### src/rtl/seg7_pkg.sv
// Shared constants and hex-to-segment table for the 4-digit display driver.
// Segment constants are active-high in .gfedcba order.
package seg7_pkg;

  localparam int DIGITS = 4;

  localparam logic [7:0] SEG_0   = 8'h3F;
  localparam logic [7:0] SEG_1   = 8'h06;
  localparam logic [7:0] SEG_2   = 8'h5B;
  localparam logic [7:0] SEG_3   = 8'h4F;
  localparam logic [7:0] SEG_4   = 8'h66;
  localparam logic [7:0] SEG_5   = 8'h6D;
  localparam logic [7:0] SEG_6   = 8'h7D;
  localparam logic [7:0] SEG_7   = 8'h07;
  localparam logic [7:0] SEG_8   = 8'h7F;
  localparam logic [7:0] SEG_9   = 8'h6F;
  localparam logic [7:0] SEG_A   = 8'h77;
  localparam logic [7:0] SEG_B   = 8'h7C;
  localparam logic [7:0] SEG_C   = 8'h39;
  localparam logic [7:0] SEG_D   = 8'h5E;
  localparam logic [7:0] SEG_E   = 8'h79;
  localparam logic [7:0] SEG_F   = 8'h71;
  localparam logic [7:0] SEG_DOT = 8'h80;

  function automatic logic [7:0] hex7(input logic [3:0] n);
    logic [7:0] s;
    s = SEG_0;
    unique case (n)
      4'h0: s = SEG_0;
      4'h1: s = SEG_1;
      4'h2: s = SEG_2;
      4'h3: s = SEG_3;
      4'h4: s = SEG_4;
      4'h5: s = SEG_5;
      4'h6: s = SEG_6;
      4'h7: s = SEG_7;
      4'h8: s = SEG_8;
      4'h9: s = SEG_9;
      4'hA: s = SEG_A;
      4'hB: s = SEG_B;
      4'hC: s = SEG_C;
      4'hD: s = SEG_D;
      4'hE: s = SEG_E;
      4'hF: s = SEG_F;
    endcase
    return s;
  endfunction

endpackage

### src/rtl/seg7_decode.sv
// Combinational nibble + decimal point -> active-low .gfedcba pattern.
// Ports: i_nib hex digit, i_dp point lit, i_blank force dark, o_seg active-low segments.
module seg7_decode
  import seg7_pkg::*;
(
  input  logic [3:0] i_nib,
  input  logic       i_dp,
  input  logic       i_blank,
  output logic [7:0] o_seg
);

  always_comb begin
    o_seg = ~(hex7(i_nib) | (i_dp ? SEG_DOT : 8'h00));
    if (i_blank) o_seg = 8'hFF;
  end

endmodule

### src/rtl/seg7_scan.sv
// Time-multiplexed 4-digit common-anode driver with double-buffered load, PWM, lz blanking.
// Ports: clk/rst_n, in_* valid/ready load port, bright duty, frame_start pulse, io_sel/io_seg active-low.
module seg7_scan
  import seg7_pkg::*;
#(
  parameter int SCAN_DIV = 65536,
  parameter int GUARD    = 64
)(
  input  logic              clk,
  input  logic              rst_n,
  input  logic              in_valid,
  output logic              in_ready,
  input  logic [15:0]       in_value,
  input  logic [DIGITS-1:0] in_dp,
  input  logic              in_lzb,
  input  logic [3:0]        bright,
  output logic              frame_start,
  output logic [3:0]        io_sel,
  output logic [7:0]        io_seg
);

  localparam int CW = $clog2(SCAN_DIV);

  logic [CW-1:0]     r_cnt;
  logic [1:0]        r_idx;
  logic [15:0]       r_act_val;
  logic [DIGITS-1:0] r_act_dp;
  logic              r_act_lzb;
  logic [15:0]       r_pnd_val;
  logic [DIGITS-1:0] r_pnd_dp;
  logic              r_pnd_lzb;
  logic              r_pnd_full;

  logic       w_wrap;
  logic       w_bound;
  logic       w_xfer;
  logic       w_dark;
  logic       w_lead0;
  logic [3:0] w_nib;
  logic [7:0] w_seg;

  assign in_ready = ~r_pnd_full;
  assign w_wrap   = r_cnt == CW'(SCAN_DIV - 1);
  assign w_bound  = w_wrap && (r_idx == 2'd0);
  assign w_xfer   = in_valid && ~r_pnd_full;

  // Top 4 counter bits act as the PWM phase within a slot.
  assign w_dark = (r_cnt < CW'(GUARD)) ||
                  (r_cnt[CW-1 -: 4] >= bright);

  assign w_nib = r_act_val[{r_idx, 2'b00} +: 4];

  // Digit idx is leading when it and every digit to its left are zero.
  always_comb begin
    w_lead0 = 1'b0;
    unique case (r_idx)
      2'd3: w_lead0 = r_act_val[15:12] == 4'h0;
      2'd2: w_lead0 = r_act_val[15:8] == 8'h00;
      2'd1: w_lead0 = r_act_val[15:4] == 12'h000;
      2'd0: w_lead0 = 1'b0;
    endcase
  end

  seg7_decode u_dec (
    .i_nib   (w_nib),
    .i_dp    (r_act_dp[r_idx]),
    .i_blank (r_act_lzb && w_lead0),
    .o_seg   (w_seg)
  );

  always_ff @(posedge clk or negedge rst_n) begin
    if (!rst_n) begin
      r_cnt <= '0;
      r_idx <= 2'd3;
    end else begin
      r_cnt <= r_cnt + 1'b1;
      if (w_wrap) r_idx <= r_idx - 1'b1;
    end
  end

  always_ff @(posedge clk or negedge rst_n) begin
    if (!rst_n) begin
      r_act_val  <= '0;
      r_act_dp   <= '0;
      r_act_lzb  <= 1'b0;
      r_pnd_val  <= '0;
      r_pnd_dp   <= '0;
      r_pnd_lzb  <= 1'b0;
      r_pnd_full <= 1'b0;
    end else if (w_bound && r_pnd_full) begin
      r_act_val  <= r_pnd_val;
      r_act_dp   <= r_pnd_dp;
      r_act_lzb  <= r_pnd_lzb;
      r_pnd_full <= 1'b0;
    end else if (w_xfer) begin
      r_pnd_val  <= in_value;
      r_pnd_dp   <= in_dp;
      r_pnd_lzb  <= in_lzb;
      r_pnd_full <= 1'b1;
    end
  end

  always_ff @(posedge clk or negedge rst_n) begin
    if (!rst_n) begin
      io_sel      <= 4'hF;
      io_seg      <= 8'hFF;
      frame_start <= 1'b0;
    end else begin
      frame_start <= w_bound;
      if (w_dark) begin
        io_sel <= 4'hF;
        io_seg <= 8'hFF;
      end else begin
        io_sel <= ~(4'b0001 << r_idx);
        io_seg <= w_seg;
      end
    end
  end

endmodule

### config.mk
export PLATFORM = sky130hd
export DESIGN_NAME = seg7_scan
export DESIGN_NICKNAME = d
export VERILOG_FILES = /design/src/rtl/seg7_pkg.sv /design/src/rtl/seg7_decode.sv /design/src/rtl/seg7_scan.sv
export SDC_FILE = /design/constraint.sdc
export NUM_CORES = 1
export LEC_CHECK = 0
export ABC_AREA = 1
export CORE_ASPECT_RATIO = 0.6
export CORE_MARGIN = 5
export CORE_UTILIZATION = 39
export CTS_BUF_LIST = sky130_fd_sc_hd__clkbuf_8
export DETAILED_ROUTE_END_ITERATION = 8
export PLACE_DENSITY = 0.71
export SYNTH_ARGS = -nofsm -noshare
export SYNTH_HDL_FRONTEND = slang
export SYNTH_SLANG_ARGS = --single-unit
### constraint.sdc
create_clock -name clk -period 2.6 [get_ports clk]
set_input_delay 0.52 -clock clk [delete_from_list [all_inputs] [get_ports clk]]
set_output_delay 0.52 -clock clk [all_outputs]
set_load 0.005 [all_outputs]
==> results.py <==
metrics = {
    "synth": {
        "synth_area_per_cell_sq_um": 9.57,
        "synthAdderAreaFrac": 0.0537,
        "synth_area_sq_mm": 0.00373,
        "syn-num-nets": 434,
        "synth_top_family_by_area": "simple AND/OR/NAND/NOR gates",
        "synth_cells": 390,
        "synth.mux.area_fraction": 0.0634,
        "ys.warnings.count": 0,
        "synth_xor_xnor_area_share": 0.0282,
        "synthSimpleGateAreaFrac": 0.267,
        "synth.distinct_cells": 34,
        "synth_seq_area_share": 0.501,
        "synth_seq_cells": 74,
        "synth_compound_area_frac": 0.0161,
    },
    "critical_path": {
        "r2r_slack_ps": 480,
        "crit_start": "r_idx[0]",
        "regToRegStartpoint": "r_idx[0]",
        "ff2ff_path_depth": 12,
        "worst_ep_arrival_time_ps": 2390,
        "timing.rr.end": "io_seg[5]",
        "crit_required_ps": 2880,
        "crit_type": "flop to flop",
        "worst_path_most_repeated_cell": "nand2_1",
        "slowest_stage": "dfstp_2",
        "slowest_delay_ps": 720,
        "worstPathCellList": "inv_2, nand2_1, nand3_1, nand2_1, inv_1, ha_1, inv_1, nand3_1, nand3_1, nand2_1, inv_1, nand2_1",
        "cp-end-kind": "flop",
        "cp-start-kind": "flop",
        "critPathMaxFanout": 17,
    },
    "place": {
        "hpwl_um": 5440,
        "pre_cts_ws_ps": 434,
        "place_congestion": 0.841,
        "portBuffers": 41,
    },
    "cts": {
        "cts_tree": "built",
        "ctsLongestPathBuffers": 2,
        "cts_buffers": 9,
        "post_cts_resized": 0,
        "hold_buffers": 0,
        "clk_latency_ps": 360,
        "cts_sinks": 74,
        "post_cts_buffers": 0,
        "h-tree-depth": 3,
        "clock-root-buffer": "clkbuf_8",
        "clk_pin_slew_ps": 70,
    },
    "timing": {
        "clock_skew_ps": 7.98,
        "fin_hold_ws_ps": 157,
        "fin_tns_setup_ps": 0,
        "max_slew_margin": 0.465,
        "finalSetupViolations": 0,
        "worst_slew_pin_slew_ps": 796,
        "slew_viol_final": 0,
        "rsz0062_at_grt": "no",
        "fmax_mhz": 472,
        "min_period_ps": 2120,
        "fin_ws_ps": 483,
        "min_period_over_period": 0.814,
        "hold_viol": 0,
    },
    "detailed_routing": {
        "wl_per_cell_um": 13.0,
        "num_vias": 2709,
        "drt-met1-wl_um": 3940,
        "viasPerCell": 4.76,
        "wirelength_um": 7420,
        "wl_met3_um": 598,
        "ant_nets": 0,
        "route.detailed.drc": 0,
        "top_layer": "met4",
        "drtIter0Drc": 201,
        "met2_wirelength_um": 2790,
        "firstDrtPassIters": 6,
    },
    "run_status": {
        "status": "finished, final reports clean",
    },
    "final_layout": {
        "nFillCells": 889,
        "areaGrowthSynthToFinish_pct": 17.4,
        "final_common_cell": "nand2_1",
        "insertedDiodeCount": 0,
        "drive_above_1_share": 0.123,
        "fin_nets": 478,
        "final_cell_mix": "113 x nand2_1, 60 x dfrtp_1, 40 x clkdlybuf4s50_1",
    },
    "global_route": {
        "overflow": 0,
        "grt_max_degree": 75,
        "antenna_found_initial": 0,
        "grt_pass1_wl_um": 13300,
        "grtUsageTotal": 0.144,
        "grt_pass1_vias": 2735,
    },
    "power_and_ir_drop": {
        "ir_drop_v": 0.000362,
        "power_density_mw_per_mm2": 581,
        "cellLeakagePower_uw": 0.00213,
    },
    "floorplanning": {
        "ios": 42,
        "core_area_sq_mm": 0.00926,
        "start_util": 0.403,
        "die_w_um": 136,
        "num_rows": 27,
        "die_y_um": 85.8,
        "die_area_sq_mm": 0.0117,
    },
    "min_path": {
        "hold_class": "primary input to asynchronous set/reset pin",
    },
    "flow_run": {
        "cap_violations": 0,
    },
}
==> registers in the layout (all words and copies together) (netlist names), 2 cells and up <==
register and cells:
io_sel 4, r_act_val 16, r_act_dp 4, r_cnt 16, io_seg 8, r_pnd_val 16, r_idx 2, r_pnd_dp 4
==> routing by layer <==
layer	up-vias	track usage
li1	1359	-
met1	1266	0.219
met2	75	0.187
met3	9	0.0563
met4	0	0.0412
met5	-	0
==> cell type report <==
type / instances / area [sq um] / area share
Sequential cell: 74 / 1870 / 0.427
Timing Repair Buffer: 45 / 448 / 0.102
Clock buffer: 9 / 124 / 0.0283
Tap cell: 130 / 163 / 0.0371
Clock inverter: 7 / 38.8 / 0.00886
Inverter: 37 / 139 / 0.0317
Multi-Input combinational cell: 267 / 1600 / 0.365
==> cell families after synthesis <==
group           after synthesis
fa+ha+maj                    16
simple gates                207
xor+xnor                     12
compound gates               11
flops                        74
buf+inv                      49
mux                          21
==> worst max-delay path by stage <==
stage	to	slack, ps	depth (start not counted)
3_5_place_dp	io_seg[0]	430	9
4_1_cts	io_seg[5]	520	12
3_3_place_gp	io_seg[0]	510	9
6_report	io_seg[5]	480	12
2_1_floorplan	io_seg[1]	840	11
5_1_grt	io_seg[5]	280	12
==> power breakdown <==
group | switching, uW | internal [uW] | leakage, uW
Clock | 425 | 335 | 0.0000914
Combinational | 176 | 182 | 0.00112
Sequential | 98.5 | 1330 | 0.000921
Total | 700 | 1850 | 0.00213
==> per-stage QoR <==
stage	power (uW)	util	std cells	cell area, sq um
finish	2540	0.473	569	4380
global route	2710	0.473	569	4380
CTS	2590	0.473	569	4380
detailed placement	1820	0.456	553	4220
global placement	1790	0.456	553	4220
floorplan	1680	-	390	3730
==> cell usage after synthesis, drive strengths merged <==
cell / number / area (sq um)
dfrtp: 60 / 1500
nand3: 31 / 178
clkbuf: 2 / 21.3
o21ai: 6 / 30.0
buf: 9 / 85.1
nor4: 1 / 6.26
nor2: 26 / 129
nand4: 26 / 193
o22ai: 1 / 6.26
mux2: 21 / 236
nor3: 3 / 20.0
bufbuf: 1 / 18.8
xnor2: 4 / 35.0
a21oi: 4 / 23.8
nand2: 118 / 455
clkinv: 1 / 3.75
dfstp: 14 / 368
inv: 36 / 135
nand3b: 2 / 15.0
ha: 16 / 200
xor2: 8 / 70.1
==> worst max-delay path, delay by kind of cell, from the launching register on <==
family	cells	cell delay, ps
AND/OR/NAND/NOR	7	660
flip-flops	1	720
buffers and inverters	4	420
adder cells (fa/ha/maj)	1	230
Power figures use the tool's default switching activity.
